===== src/rtl/pipe_hazard_unit.sv =====
// pipe_hazard_unit: hazard detection and operand forwarding for the 5-stage pipeline.
// A shadow copy of the EXE/MEM destination registers drives the forwarding selects
// and the load-use stall. A small scoreboard tracks one in-flight MUL/DIV operation.
// Optional build macro: HAZARD_FWD_EN. When it is undefined, forwarding is disabled
// and every EXE/MEM dependency stalls until the producer has written back.
//
// state | meaning
// ------+--------------------------------------------------------
// IDLE  | no MUL/DIV in flight
// BUSY  | MUL/DIV in flight; counter holds the remaining cycles
module pipe_hazard_unit #(
    parameter int ADDR_W = 5,
    parameter int MD_LAT = 8,
    parameter int CNT_W  = $clog2(MD_LAT + 1)
) (
    input  logic              clk,
    input  logic              rst,
    input  logic              id_valid,
    input  logic [ADDR_W-1:0] id_rs_addr,
    input  logic [ADDR_W-1:0] id_rt_addr,
    input  logic              id_rs_used,
    input  logic              id_rt_used,
    input  logic              id_is_store,
    input  logic              id_wb_wen,
    input  logic [ADDR_W-1:0] id_wb_addr,
    input  logic [1:0]        id_class,
    output logic [1:0]        exe_fwd_a,
    output logic [1:0]        exe_fwd_b,
    output logic              mem_fwd_m,
    output logic              stall,
    output logic              md_start,
    output logic              md_busy,
    output logic              md_done,
    output logic [ADDR_W-1:0] md_addr
);

    typedef enum logic {IDLE = 1'b0, BUSY = 1'b1} md_state_t;

    localparam logic [1:0] CLS_LOAD   = 2'd1;
    localparam logic [1:0] CLS_MULDIV = 2'd2;

    logic              exe_wen, exe_ld, mem_wen, mem_ld;
    logic [ADDR_W-1:0] exe_addr, mem_addr;

    md_state_t         state_q, state_d;
    logic [CNT_W-1:0]  cnt_q, cnt_d;
    logic [ADDR_W-1:0] md_addr_q, md_addr_d;

    logic rs_exe, rs_mem, rt_exe, rt_mem;
    logic lu_stall, md_stall, id_is_md;

    assign rs_exe = exe_wen && (exe_addr != '0) && (exe_addr == id_rs_addr) && id_rs_used;
    assign rs_mem = mem_wen && (mem_addr != '0) && (mem_addr == id_rs_addr) && id_rs_used;
    assign rt_exe = exe_wen && (exe_addr != '0) && (exe_addr == id_rt_addr) && id_rt_used;
    assign rt_mem = mem_wen && (mem_addr != '0) && (mem_addr == id_rt_addr) && id_rt_used;

    assign id_is_md = (id_class == CLS_MULDIV);
    assign md_busy  = (state_q == BUSY);
    assign md_done  = (state_q == BUSY) && (cnt_q == CNT_W'(1));
    assign md_addr  = md_addr_q;

    // On the done cycle the result is written back, so readers no longer wait.
    assign md_stall = md_busy && !md_done &&
                      (((md_addr_q != '0) &&
                        ((id_rs_used && (id_rs_addr == md_addr_q)) ||
                         (id_rt_used && (id_rt_addr == md_addr_q)) ||
                         (id_wb_wen && (id_wb_addr == md_addr_q)))) ||
                       id_is_md);

    assign stall    = id_valid && (lu_stall || md_stall);
    assign md_start = id_valid && id_is_md && !stall;

    // Forwarding selects and load-use stall from the shadow slots; EXE match has priority.
    always_comb begin
        exe_fwd_a = 2'd3;
        exe_fwd_b = 2'd3;
        mem_fwd_m = 1'b0;
        lu_stall  = 1'b0;
`ifdef HAZARD_FWD_EN
        if (rs_exe) begin
            if (exe_ld) begin
                lu_stall  = 1'b1;
                exe_fwd_a = 2'd2;
            end else begin
                exe_fwd_a = 2'd0;
            end
        end else if (rs_mem) begin
            exe_fwd_a = mem_ld ? 2'd2 : 2'd1;
        end

        if (rt_exe) begin
            if (exe_ld) begin
                // Store data can be picked up from the load result in MEM next cycle.
                if (id_is_store) begin
                    mem_fwd_m = 1'b1;
                end else begin
                    lu_stall  = 1'b1;
                    exe_fwd_b = 2'd2;
                end
            end else begin
                exe_fwd_b = 2'd0;
            end
        end else if (rt_mem) begin
            exe_fwd_b = mem_ld ? 2'd2 : 2'd1;
        end
`else
        lu_stall = rs_exe || rs_mem || rt_exe || rt_mem;
`endif
    end

`ifndef HAZARD_FWD_EN
    logic fwd_unused;
    assign fwd_unused = ^{id_is_store, exe_ld, mem_ld};
`endif

    // Shadow pipeline: MEM follows EXE; stalled or invalid ID inserts a bubble.
    always_ff @(posedge clk or posedge rst) begin
        if (rst) begin
            exe_wen  <= 1'b0;
            exe_addr <= '0;
            exe_ld   <= 1'b0;
            mem_wen  <= 1'b0;
            mem_addr <= '0;
            mem_ld   <= 1'b0;
        end else begin
            mem_wen  <= exe_wen;
            mem_addr <= exe_addr;
            mem_ld   <= exe_ld;
            if (stall || !id_valid) begin
                exe_wen  <= 1'b0;
                exe_addr <= '0;
                exe_ld   <= 1'b0;
            end else begin
                exe_wen  <= id_wb_wen && !id_is_md;
                exe_addr <= id_wb_addr;
                exe_ld   <= (id_class == CLS_LOAD);
            end
        end
    end

    // MUL/DIV scoreboard register.
    always_ff @(posedge clk or posedge rst) begin
        if (rst) begin
            state_q   <= IDLE;
            cnt_q     <= '0;
            md_addr_q <= '0;
        end else begin
            state_q   <= state_d;
            cnt_q     <= cnt_d;
            md_addr_q <= md_addr_d;
        end
    end

    // MUL/DIV next state; an issue on the done cycle reloads without leaving BUSY.
    always_comb begin
        state_d   = state_q;
        cnt_d     = cnt_q;
        md_addr_d = md_addr_q;
        if (state_q == BUSY) begin
            if (cnt_q == CNT_W'(1)) begin
                state_d = IDLE;
                cnt_d   = '0;
            end else begin
                cnt_d = cnt_q - CNT_W'(1);
            end
        end
        if (md_start) begin
            state_d   = BUSY;
            cnt_d     = CNT_W'(MD_LAT);
            md_addr_d = id_wb_addr;
        end
    end

endmodule

===== config.mk =====
export PLATFORM = sky130hd
export DESIGN_NAME = pipe_hazard_unit
export DESIGN_NICKNAME = d
export VERILOG_FILES = /design/src/rtl/pipe_hazard_unit.sv
export SDC_FILE = /design/constraint.sdc
export NUM_CORES = 1
export LEC_CHECK = 0
export ABC_AREA = 1
export BUFFER_PORTS_ARGS = -buffer_cell sky130_fd_sc_hd__buf_2
export CORE_UTILIZATION = 30
export CTS_CLUSTER_DIAMETER = 100
export DETAILED_ROUTE_END_ITERATION = 8
export PLACE_DENSITY_LB_ADDON = 0.05
export SLEW_MARGIN = 0
export SYNTH_ARGS = -nofsm -noshare
export SYNTH_HDL_FRONTEND = slang
export SYNTH_SLANG_ARGS = --single-unit
export TNS_END_PERCENT = 30

===== constraint.sdc =====
create_clock -name clk -period 2.85 [get_ports clk]
set_input_delay 0 -clock clk [delete_from_list [all_inputs] [get_ports clk]]
set_output_delay 0 -clock clk [all_outputs]
set_load 0.1 [all_outputs]

After elaboration in Yosys (flattened, before gate mapping)
Index checks and enable logic that the tools add are counted.
{"block": "totals", "ff_bits": 22, "in_bits": 24, "out_inout_bits": 14, "wordCells": 62}
{"block": "op_classes", "addsub": 1, "n_eq_ne": 9, "muxes": 8, "n_reduce_logical": 37}
{"operator": "$eq 5x5->1", "n": 7}
{"operator": "$logic_and 1x1->1", "n": 21}
{"operator": "$reduce_bool 5->1", "n": 3}
{"operator": "$mux 4", "n": 3}
{"operator": "$logic_or 1x1->1", "n": 8}
{"operator": "$mux 5", "n": 1}
{"operator": "$eq 4x1->1 const B", "n": 1}
{"operator": "$logic_not 1->1", "n": 4}
{"operator": "$mux 1", "n": 4}
{"operator": "$sub 4x1->4 const B", "n": 1}
{"operator": "$eq 2x2->1 const B", "n": 1}
{"operator": "$reduce_bool 2->1", "n": 1}

Longest topological paths before layout
Gate-level depths: netlist of the first run.
{"block": "logic_depth", "ltp_word": 12, "depth_mapped": 14, "depth_no_buf": 14}

Worst setup path after synthesis of the first run
Ideal clock, no wire load.
{"block": "synth_path", "path_type": "reg-to-output", "from": "reg md_addr_q[0] (netlist: md_addr[0])", "to": "out md_start", "t_arrival_ns": 2.470, "setup_slack_ns": 0.380, "path_stages_with_launch": 12, "path_buffers": 1, "path_cell_list": "dfrtp_1 inv_1 nor2_1 nor2_1 nand3_1 nand3_1 nand2_1 nand2_1 nand2_2 nand4_2 buf_6 inv_1"}
{"block": "synth_via", "elab_chain_len": 11}
{"item": "from (decl)", "line_no": "47", "text": "logic [ADDR_W-1:0] md_addr_q, md_addr_d;"}
{"item": "from (signal assigned)", "line_no": "150", "text": "md_addr_q <= md_addr_d;"}
{"item": "$eq 5x5->1 (on tied branches)", "line_no": "65, 66"}
{"item": "$logic_and 1x1->1 (on tied branches)", "line_no": "65, 66"}
{"item": "$logic_or 1x1->1", "line_no": "65", "text": "((id_rs_used && (id_rs_addr == md_addr_q)) ||"}
{"item": "$logic_or 1x1->1", "line_no": "66", "text": "(id_rt_used && (id_rt_addr == md_addr_q)) ||"}
{"item": "$logic_and 1x1->1 (*)", "line_no": "64", "text": "(((md_addr_q != '0) &&"}
{"item": "$logic_or 1x1->1 (*)", "line_no": "67", "text": "(id_wb_wen && (id_wb_addr == md_addr_q)))) ||"}
{"item": "$logic_and 1x1->1 (*)", "line_no": "63", "text": "assign md_stall = md_busy && !md_done &&"}
{"item": "$logic_or 1x1->1 (*)", "line_no": "70", "text": "assign stall = id_valid && (lu_stall || md_stall);"}
{"item": "$logic_and 1x1->1 (*)", "line_no": "70"}
{"item": "$logic_not 1->1 (*)", "line_no": "71", "text": "assign md_start = id_valid && id_is_md && !stall;"}
{"item": "$logic_and 1x1->1 (*)", "line_no": "71"}
{"item": "to (decl)", "line_no": "31", "text": "output logic md_start,"}
Mark *: on every way between the ends. The rest lies on a longest branch, timed or not.

Worst setup path after layout of the first run
Same ends and word-level chain as after synthesis.

==> results of run 1 <==
==> cells in the final DEF (no fill, tap or decap), drive strengths merged, types with 2 or more instances in the layout <==
cell and n:
buf 31, clkbuf 4, conb 5, dfrtp 22, dlygate4sd3 7, ha 2
inv 43, nand2 97, nand3 18, nor2 33, o21ai 2, xnor2 4
xor2 12
==> power breakdown <==
part	switching, µW	internal [µW]	total [µW]
clock	109	123	232
sequential	86.4	387	474
combinational	542	197	738
==> cells by family (layout without fill, tap and decap cells) <==
logic type / after synthesis / in the layout / synth area share, %
fa+ha+maj: 2 / 2 / 1.60
buf+inv: 50 / 86 / 13.7
xor+xnor: 16 / 16 / 8.97
compound gates: 4 / 4 / 1.52
simple gates: 150 / 150 / 38.5
other cells: 2 / 5 / 0.481
flops: 22 / 22 / 35.3
==> flip-flops by register name, summed over array words and instances (netlist names) <==
name      count
cnt_q         4
md_addr       5
exe_addr      5
mem_wen       1
mem_addr      5
exe_wen       1
md_busy       1
==> per-layer routing <==
layer / part of all wire, % / GRT usage (%) / vias up / wire (µm)
met5: 0 / 0 / - / 0
met4: 1.2 / 5.13 / 0 / 44
met3: 4.7 / 2.44 / 4 / 179
met2: 46 / 25.9 / 33 / 1750
met1: 48 / 20.5 / 611 / 1850
li1: - / - / 790 / -
==> through the flow <==
stage | power [µW] | util [%] | instance area (µm²)
floorplan | 1070 | - | 1570
global route | 1560 | 38.7 | 1890
detailed placement | 1220 | 36.1 | 1760
CTS | 1470 | 38.7 | 1890
finish | 1440 | 38.7 | 1890
global placement | 1220 | 36.1 | 1760
==> worst max path at each step <==
| stage | start | endpoint | slack (ps) |
|---|---|---|---|
| floorplan | md_addr[0]$_DFFE_PP0P_ | md_start | 380 |
| finish | md_addr[0]$_DFFE_PP0P_ | md_start | 620 |
| global placement | exe_addr[0]$_DFF_PP0_ | md_start | 870 |
| global route | md_addr[0]$_DFFE_PP0P_ | md_start | 330 |
| CTS | md_addr[0]$_DFFE_PP0P_ | md_start | 570 |
| detailed placement | md_addr[0]$_DFFE_PP0P_ | md_start | 880 |
==> critical path: stages, from the launching register on <==
cell     delay, ps
dfrtp_1        440
inv_1          170
nand2_1         70
nand2_1         70
nor2_1          40
nand3_1         70
nand3_1         70
nand2_1         70
nand2_1         60
nand2_2         80
nand4_2        280
inv_1          120
buf_2          430
==> area by class of cell <==
cell class / count / share of cell area (%)
multi-input combinational: 177 / 42.8
sequential: 22 / 29.2
timing repair buffer: 38 / 11.9
inverter: 44 / 8.75
tap: 67 / 4.44
clock buffer: 4 / 2.92
==> flow_metrics.py, run 1 <==
metrics = {
    "yosys": {
        "ys.flop_type": "dfrtp_1",
        "synthTopCellsByArea": "dfrtp_1, nand2_1, inv_1, nor2_1, xor2_1",
        "yosys.area.top_type_share_pct": 35.3,
        "synth_top_area_cell": "dfrtp_1",
        "synth_area_per_cell_um2": 6.35,
        "synthesis.area_mm2": 0.00156,
        "syn_inst": 246,
        "yosysSeqAreaShare_pct": 35.3,
        "synth_cell_types": 19,
        "async_flop_share_pct": 100,
        "yosysMostFrequentCell": "nand2_1",
        "yosys_warnings": 0,
        "synth_common_cells": "nand2_1, inv_1, nor2_1, dfrtp_1, nand3_1",
        "ys_seq_elements": 22,
        "synth-edff-count": 0,
    },
    "power": {
        "power.leakage_uw": 0.00118,
        "peakVddDrop_mv": 0.441,
        "cellPowerDensity_mw_per_mm2": 765,
    },
    "clocking": {
        "post_cts_resized": 0,
        "h-tree-depth": 1,
        "cts.clk_slew.worst_paths_ps": 80,
        "cts_buffers": 3,
        "insertion_delay_ps": 260,
        "cts_buffer_depth": 2,
        "tritoncts": "done",
        "root_buffer": "clkbuf_8",
        "post-cts-setup-buffers": 0,
        "holdBufCountCts": 7,
        "clkSinkCount": 22,
    },
    "sta": {
        "finClkSkew_ps": 2.12,
        "finalHoldViolations": 0,
        "grt_setup_unrepaired": "no",
        "final.period_utilization_pct": 78.3,
        "fin_crit_ps": 2230,
        "finalSetupViolations": 0,
        "fin_tns_setup_ps": 0,
        "final.setup.worst_slack_ps": 618,
        "tightest_slew_ps": 874,
        "slew_headroom_pct": 41.7,
        "hold_slack_ps": 135,
        "slew_viol_final": 0,
        "fmax_mhz": 448,
    },
    "drt": {
        "vias_per_cell": 4.09,
        "wl_per_cell_um": 10.9,
        "remaining_drc_errors": 0,
        "first_pass_iters": 4,
        "postRouteAntennaNets": 0,
        "routed_wirelength_um": 3830,
        "vias": 1438,
        "drt_iter0_drc": 58,
    },
    "die": {
        "dieHeight_um": 74.1,
        "initial_core_util_pct": 32.0,
        "core-area_mm2": 0.00488,
        "dieArea_mm2": 0.00550,
        "io_pins": 38,
        "die_w_um": 74.1,
        "rows": 25,
    },
    "place": {
        "portBuffers": 31,
        "place_congestion": 0.793,
        "dp_slack_ps": 882,
        "hpwl_um": 3040,
        "dp_cells": 341,
    },
    "worst_setup_path": {
        "rr_startpoint": "md_addr[0]$_DFFE_PP0P_",
        "reg2reg_slack_ps": 1120,
        "critPathCaptureType": "output pin",
        "critical_path_class": "reg2out",
        "cp_data_arrival_time_ps": 2230,
        "cp_data_required_time_ps": 2850,
        "rr_endpoint": "md_addr[4]$_DFFE_PP0P_",
        "startpoint_type": "register",
        "crit_fanout": 11,
        "r2r_cells": 12,
    },
    "layout": {
        "multiInputGateArea_um2": 808,
        "area_growth_pct": 20.9,
        "final_cells": 352,
        "drive_above_1_share_pct": 13.7,
        "diodes": 0,
        "fillers": 561,
        "regArea_um2": 551,
        "nNetsFinal": 312,
    },
    "global_routing": {
        "grt_pass1_wl_um": 6290,
        "antenna_found_initial": 0,
        "grt_overflow_total": 0,
        "grt_pass1_vias": 1333,
        "grt_use_total_pct": 15.5,
        "grt_max_degree": 23,
    },
    "run_status": {
        "outcome": "finished, final reports clean",
    },
    "run": {
        "cap_violations": 0,
    },
    "worst_hold_path": {
        "min-delay-start": "id_class[0]",
        "hold_path_end": "exe_wen$_DFF_PP0_",
        "hold_class": "in2reg",
        "hold_depth": 5,
    },
}
(Power assumes the default switching activity.)
==> run 2: changes to the inputs <==
--- a/config.mk
+++ b/config.mk
@@ -5,7 +5,7 @@
 export SDC_FILE = /design/constraint.sdc
 export NUM_CORES = 1
 export LEC_CHECK = 0
-export ABC_AREA = 1
+export ABC_AREA = 0
 export BUFFER_PORTS_ARGS = -buffer_cell sky130_fd_sc_hd__buf_2
 export CORE_UTILIZATION = 30
 export CTS_CLUSTER_DIAMETER = 100
==> constraint.sdc (replaced) <==
create_clock -name clk -period 2.1 [get_ports clk]
set_input_delay 0 -clock clk [delete_from_list [all_inputs] [get_ports clk]]
set_output_delay 0 -clock clk [all_outputs]
set_load 0.1 [all_outputs]
==> run 2 against run 1 <==
Combinational power grew 87%. Critical path depth shrank 5. Clock power grew 31%. Clock-buffer cell count is the same. Non-clock buffer count grew 9. Register-to-register slack lost 1000 ps. Routed wire length shrank 16%. Total power grew 69%. Sequential cell count is the same. Design area shrank 1.5%. Critical endpoint is now stall. Highest routed layer unchanged.
==> flow_metrics.py, run 2 <==
metrics = {
    "die": {
        "rows": 24,
        "die_w_um": 69.9,
        "io_pins": 38,
        "dieArea_mm2": 0.00488,
        "dieHeight_um": 69.9,
        "initial_core_util_pct": 31.5,
        "core-area_mm2": 0.00438,
    },
    "sta": {
        "grt_setup_unrepaired": "yes",
        "fin_crit_ps": 2060,
        "finClkSkew_ps": 7.00,
        "finalHoldViolations": 0,
        "fmax_mhz": 485,
        "tightest_slew_ps": 858,
        "fin_tns_setup_ps": 0,
        "finalSetupViolations": 0,
        "slew_headroom_pct": 42.7,
        "slew_viol_final": 0,
        "final.period_utilization_pct": 98.1,
    },
    "worst_setup_path": {
        "reg2reg_slack_ps": 120,
        "cp_slowest_stage_delay_ps": 470,
        "cp_cell_sequence": "xor2_1 > nor4_2 > nand3_1 > and3_4 > o31ai_4 > and2_4 > buf_12",
        "critPathCaptureType": "output pin",
        "worst_path_max_delay_cell": "dfrtp_2",
        "cp_top_family": "simple AND/OR/NAND/NOR gates",
        "cp_data_required_time_ps": 2100,
        "crit_fanout": 5,
        "worst-path-buf-inv": 1,
        "startpoint_type": "register",
        "rr_endpoint": "md_addr[0]$_DFFE_PP0P_",
        "cp_data_arrival_time_ps": 2060,
        "critical_path_class": "reg2out",
        "rr_startpoint": "exe_addr[1]$_DFF_PP0_",
        "r2r_cells": 6,
    },
    "layout": {
        "final_cells": 229,
        "final_cell_mix": "xor2_1, buf_2, dfrtp_1, buf_4, nand2_1",
        "nNetsFinal": 204,
        "drive_above_1_share_pct": 40.7,
        "area_growth_pct": 34.5,
        "multiInputGateArea_um2": 837,
        "fillers": 437,
        "regArea_um2": 557,
        "utilization_pct": 42.4,
        "design_area_mm2": 0.00186,
        "diodes": 0,
    },
    "yosys": {
        "ys_seq_elements": 22,
        "yosysSeqAreaShare_pct": 39.8,
        "synth_cell_types": 32,
        "synth_common_cells": "xor2_1, dfrtp_1, nand2_1, nor2_1",
        "synthesis.area_mm2": 0.00138,
        "synth_area_per_cell_um2": 10.7,
        "yosys_warnings": 0,
        "yosysMostFrequentCell": "xor2_1",
        "yosys.area.top_type_share_pct": 39.8,
        "synth-edff-count": 0,
        "synth_top_area_cell": "dfrtp_1",
        "async_flop_share_pct": 100,
        "synthTopCellsByArea": "dfrtp_1, xor2_1, mux2_4, xnor2_1, nor4_1",
        "syn_inst": 129,
        "ys.flop_type": "dfrtp_1",
    },
    "global_routing": {
        "antenna_found_initial": 0,
        "grt_max_degree": 23,
        "grt_pass1_vias": 1122,
        "grt_pass1_wl_um": 5440,
        "grt_use_total_pct": 14.2,
        "grt_overflow_total": 0,
    },
    "power": {
        "peakVddDrop_mv": 1.11,
        "cellPowerDensity_mw_per_mm2": 1310,
        "power.leakage_uw": 0.000866,
        "power.total_uw": 2440,
    },
    "drt": {
        "vias_per_cell": 4.69,
        "met3_length_um": 157,
        "wl_met1_um": 1550,
        "remaining_drc_errors": 0,
        "vias": 1073,
        "drt_iter0_drc": 18,
        "first_pass_iters": 4,
        "met2_wirelength_um": 1490,
        "wl_per_cell_um": 14.1,
        "postRouteAntennaNets": 0,
        "top_layer": "met4",
        "routed_wirelength_um": 3230,
    },
    "clocking": {
        "insertion_delay_ps": 260,
        "root_buffer": "clkbuf_8",
        "cts_buffers": 3,
        "h-tree-depth": 1,
        "cts.clk_slew.worst_paths_ps": 80,
        "clkSinkCount": 22,
        "cts_buffer_depth": 2,
        "tritoncts": "done",
    },
    "worst_hold_path": {
        "hold_class": "in2reg",
        "min-delay-start": "id_valid",
        "hold_depth": 3,
        "hold_path_end": "exe_addr[2]$_DFF_PP0_",
    },
    "run_status": {
        "outcome": "finished, final reports clean",
    },
    "place": {
        "hpwl_um": 2450,
        "dpl_cell_area_mm2": 0.00163,
        "place_congestion": 0.814,
        "dp_cells": 211,
        "portBuffers": 31,
    },
    "run": {
        "cap_violations": 0,
    },
}
## run 2: cell types whose count changed after synthesis, sizes merged, moves of 6 or more
cell | before | now
inv | 43 | 4
nor2 | 33 | 8
mux2 | 0 | 6
nor4 | 0 | 8
xor2 | 12 | 29
nand2 | 97 | 8
nand3 | 18 | 2
## run 2: final cells by class
class / instances / share of cell area (%)
Tap cell: 52 / 3.50
Sequential cell: 22 / 29.9
Multi-Input combinational cell: 100 / 45.0
Timing Repair Buffer: 47 / 17.4
Clock buffer: 4 / 2.96
Inverter: 4 / 1.21
## run 2: worst min-delay path: cells and delay by family
kind          cells  cell delay [ps]
buf+inv           1              160
simple gates      2              110
## run 2: how the worst max path moves through the flow
| stage | startpoint | endpoint | slack (ps) | cells past startpoint |
|---|---|---|---|---|
| after floorplan | md_addr[0]$_DFFE_PP0P_ | stall | -140 | 6 |
| after global placement | exe_addr[1]$_DFF_PP0_ | md_addr[3]$_DFFE_PP0P_ | 90 | 6 |
| after detailed placement | exe_addr[1]$_DFF_PP0_ | md_addr[1]$_DFFE_PP0P_ | 60 | 6 |
| after CTS | md_addr[3]$_DFFE_PP0P_ | stall | 3 | 7 |
| after global routing | md_addr[1]$_DFFE_PP0P_ | stall | -60 | 7 |
| final | md_addr[3]$_DFFE_PP0P_ | stall | 40 | 7 |
## run 2: report_power, final
group          internal [µW]  switching (µW)
Sequential               561             198
Combinational            483             899
Clock                    167             136
## run 2: cell families after synthesis
logic type,after synthesis,share of synthesized area [%]
AND/OR/NAND/NOR,41,17.0
XOR/XNOR,36,22.8
flip-flops,22,39.8
buffers and inverters,10,4.71
adder cells (fa/ha/maj),2,1.81
other,2,0.543
AO/OA/AOI/OAI,10,7.06
multiplexers,6,6.24
## run 2: what timing repair did
| action | 4_1_cts | 5_1_grt |
|---|---|---|
| cloned | 0 | 0 |
| endpoints found under the hold margin | 28 | 0 |
| setup buffers | 3 | 4 |
| endpoints found under the setup margin | 1 | 7 |
| hold buffers | 7 | 0 |
| gates resized for setup | 3 | 7 |
| pin swaps | 4 | 3 |
## run 2: stage by stage
stage | setup WS (ps) | hold WS, ps
finish | 39.1 | 35.1
CTS | 2.51 | 37.1
detailed placement | 58.3 | 225
global placement | 89.0 | 218
global route | -59.8 | 41.6
floorplan | -139 | -11.1
## run 2: metal layers
layer  up-vias  track usage (%)
met5         -                0
met4         0             4.44
li1        524                -
met2        37             21.8
met1       508             20.3
met3         4             2.31
==> run 3: changes to the inputs <==
--- a/config.mk
+++ b/config.mk
@@ -6,10 +6,12 @@
 export NUM_CORES = 1
 export LEC_CHECK = 0
 export ABC_AREA = 0
+export ABC_CLOCK_PERIOD_IN_PS = 2100
 export BUFFER_PORTS_ARGS = -buffer_cell sky130_fd_sc_hd__buf_2
 export CORE_UTILIZATION = 30
 export CTS_CLUSTER_DIAMETER = 100
 export DETAILED_ROUTE_END_ITERATION = 8
+export HOLD_SLACK_MARGIN = 0.06
 export PLACE_DENSITY_LB_ADDON = 0.05
 export SLEW_MARGIN = 0
 export SYNTH_ARGS = -nofsm -noshare
==> run 3 against run 2 <==
Maximum frequency up 0.39%. Total power up 1.4%. Setup slack better by 8.1 ps. Clock-buffer cell count unchanged. Hold slack better by 90 ps. Via count up 5.2%. Highest routed layer unchanged. Design area up 4.0%. Clock skew down 4.8 ps. Register-to-register slack about the same. Routed wire length up 1.9%. Sequential share of layout area down 1.2 points. Final cell count up 3.5%.
==> flow_metrics.py, run 3 (synthesis gave the netlist of run 2 again) <==
metrics = {
    "layout": {
        "drive_above_1_share_pct": 40.0,
        "design_area_mm2": 0.00193,
        "final_cell_mix": "xor2_1, buf_2, dfrtp_1, dlygate4sd3_1, buf_4",
        "area_growth_pct": 39.9,
        "diodes": 0,
        "nNetsFinal": 212,
    },
    "worst_setup_path": {
        "cp_data_arrival_time_ps": 2050,
        "crit_fanout": 5,
        "worst_path_max_delay_cell": "dfrtp_2",
        "cp_slowest_stage_delay_ps": 460,
        "rr_endpoint": "md_addr[1]$_DFFE_PP0P_",
        "cp_cell_sequence": "xor2_1 > nor4_2 > nand3_1 > and3_4 > o31ai_4 > and2_4 > buf_12",
        "critPathCaptureType": "output pin",
        "startpoint_type": "register",
        "critical_path_class": "reg2out",
        "reg2reg_slack_ps": 120,
        "r2r_cells": 6,
        "cp_data_required_time_ps": 2100,
        "rr_startpoint": "exe_addr[1]$_DFF_PP0_",
    },
    "drt": {
        "vias_per_cell": 4.76,
        "vias": 1129,
        "remaining_drc_errors": 0,
        "postRouteAntennaNets": 0,
        "drt_iter0_drc": 23,
        "wl_per_cell_um": 13.9,
        "first_pass_iters": 4,
        "routed_wirelength_um": 3290,
    },
    "global_routing": {
        "grt_overflow_total": 0,
        "grt_pass1_wl_um": 5620,
        "grt_pass1_vias": 1161,
        "grt_max_degree": 23,
        "grt_use_total_pct": 14.6,
        "antenna_found_initial": 0,
    },
    "place": {
        "hpwl_um": 2450,
        "dpl_cell_area_mm2": 0.00163,
        "portBuffers": 31,
        "place_congestion": 0.814,
    },
    "clocking": {
        "insertion_delay_ps": 260,
        "cts.clk_slew.worst_paths_ps": 80,
        "cts_buffer_depth": 2,
        "h-tree-depth": 1,
        "clkSinkCount": 22,
        "root_buffer": "clkbuf_8",
        "tritoncts": "done",
        "cts_buffers": 3,
    },
    "die": {
        "dieArea_mm2": 0.00488,
        "rows": 24,
        "dieHeight_um": 69.9,
        "initial_core_util_pct": 31.5,
        "core-area_mm2": 0.00438,
        "die_w_um": 69.9,
        "io_pins": 38,
    },
    "run": {
        "cap_violations": 0,
    },
    "worst_hold_path": {
        "hold_depth": 3,
        "hold_path_end": "md_busy$_DFF_PP0_",
        "hold_class": "in2reg",
        "min-delay-start": "id_valid",
    },
    "power": {
        "cellPowerDensity_mw_per_mm2": 1280,
        "power.leakage_uw": 0.000892,
        "peakVddDrop_mv": 1.11,
        "power.total_uw": 2480,
    },
    "sta": {
        "slew_viol_final": 0,
        "final.period_utilization_pct": 97.8,
        "hold_slack_ps": 125,
        "tightest_slew_ps": 867,
        "finalHoldViolations": 0,
        "fin_crit_ps": 2050,
        "finClkSkew_ps": 2.23,
        "slew_headroom_pct": 42.2,
        "grt_setup_unrepaired": "yes",
        "finalSetupViolations": 0,
        "fmax_mhz": 487,
        "fin_tns_setup_ps": 0,
    },
    "run_status": {
        "outcome": "finished, final reports clean",
    },
}
==> run 3: cell count changes in the layout (fill, tap and decap cells not counted) <==
cell and change:
buf_4 +2, dlygate4sd3_1 +6
==> run 3: worst max-delay path by stage <==
stage,from,to,slack (ps),cells past startpoint
2_1_floorplan,md_addr[0]$_DFFE_PP0P_,stall,-140,6
4_1_cts,md_addr[3]$_DFFE_PP0P_,stall,3,7
6_report,md_addr[4]$_DFFE_PP0P_,stall,50,7
3_5_place_dp,exe_addr[1]$_DFF_PP0_,md_addr[1]$_DFFE_PP0P_,60,6
3_3_place_gp,exe_addr[1]$_DFF_PP0_,md_addr[3]$_DFFE_PP0P_,90,6
5_1_grt,mem_addr[2]$_DFF_PP0_,stall,-60,7
==> run 3: metal layers <==
metal | up-vias | track usage, % | wire length (µm)
li1 | 540 | - | -
met1 | 546 | 20.6 | 1570
met2 | 39 | 22.9 | 1530
met3 | 4 | 2.31 | 160
met4 | 0 | 4.44 | 34
met5 | - | 0 | 0
==> run 3: per-stage QoR <==
stage,std cells,utilization [%],setup WS (ps)
after global routing,237,44.1,-62.7
after CTS,231,42.2,2.51
after detailed placement,211,37.2,58.3
final,237,44.1,47.2
after global placement,211,37.2,89.0
after floorplan,132,-,-139
==> run 3: power by group <==
group          internal [µW]  switching (µW)  leakage, µW
combinational            513             913     0.000593
sequential               560             190     0.000270
clock                    167             135    0.0000288
total                   1240            1240     0.000892
==> run 3: timing repair <==
item                       CTS  global route
hold buffers                13             0
setup buffers                3             6
setup endpoints to repair    1             7
hold endpoints to repair    33             0
pin swaps                    4             4
resized for setup            3             7
==> run 3: cell type report <==
type / count / area, µm²
clock buffer: 4 / 55.1
fill: 430 / 2450
inverter: 4 / 22.5
multi-input combinational: 100 / 837
sequential: 22 / 557
tap: 52 / 65.1
timing repair buffer: 55 / 398
==> run 3: critical path, delay by kind of cell, from the launching register on <==
kind,cells,cell delay [ps]
and+or+nand+nor,4,790
DFF,1,460
AOI/OAI and AO/OA,1,200
xor gates and xnor gates,1,180
buffers and inverters,1,160
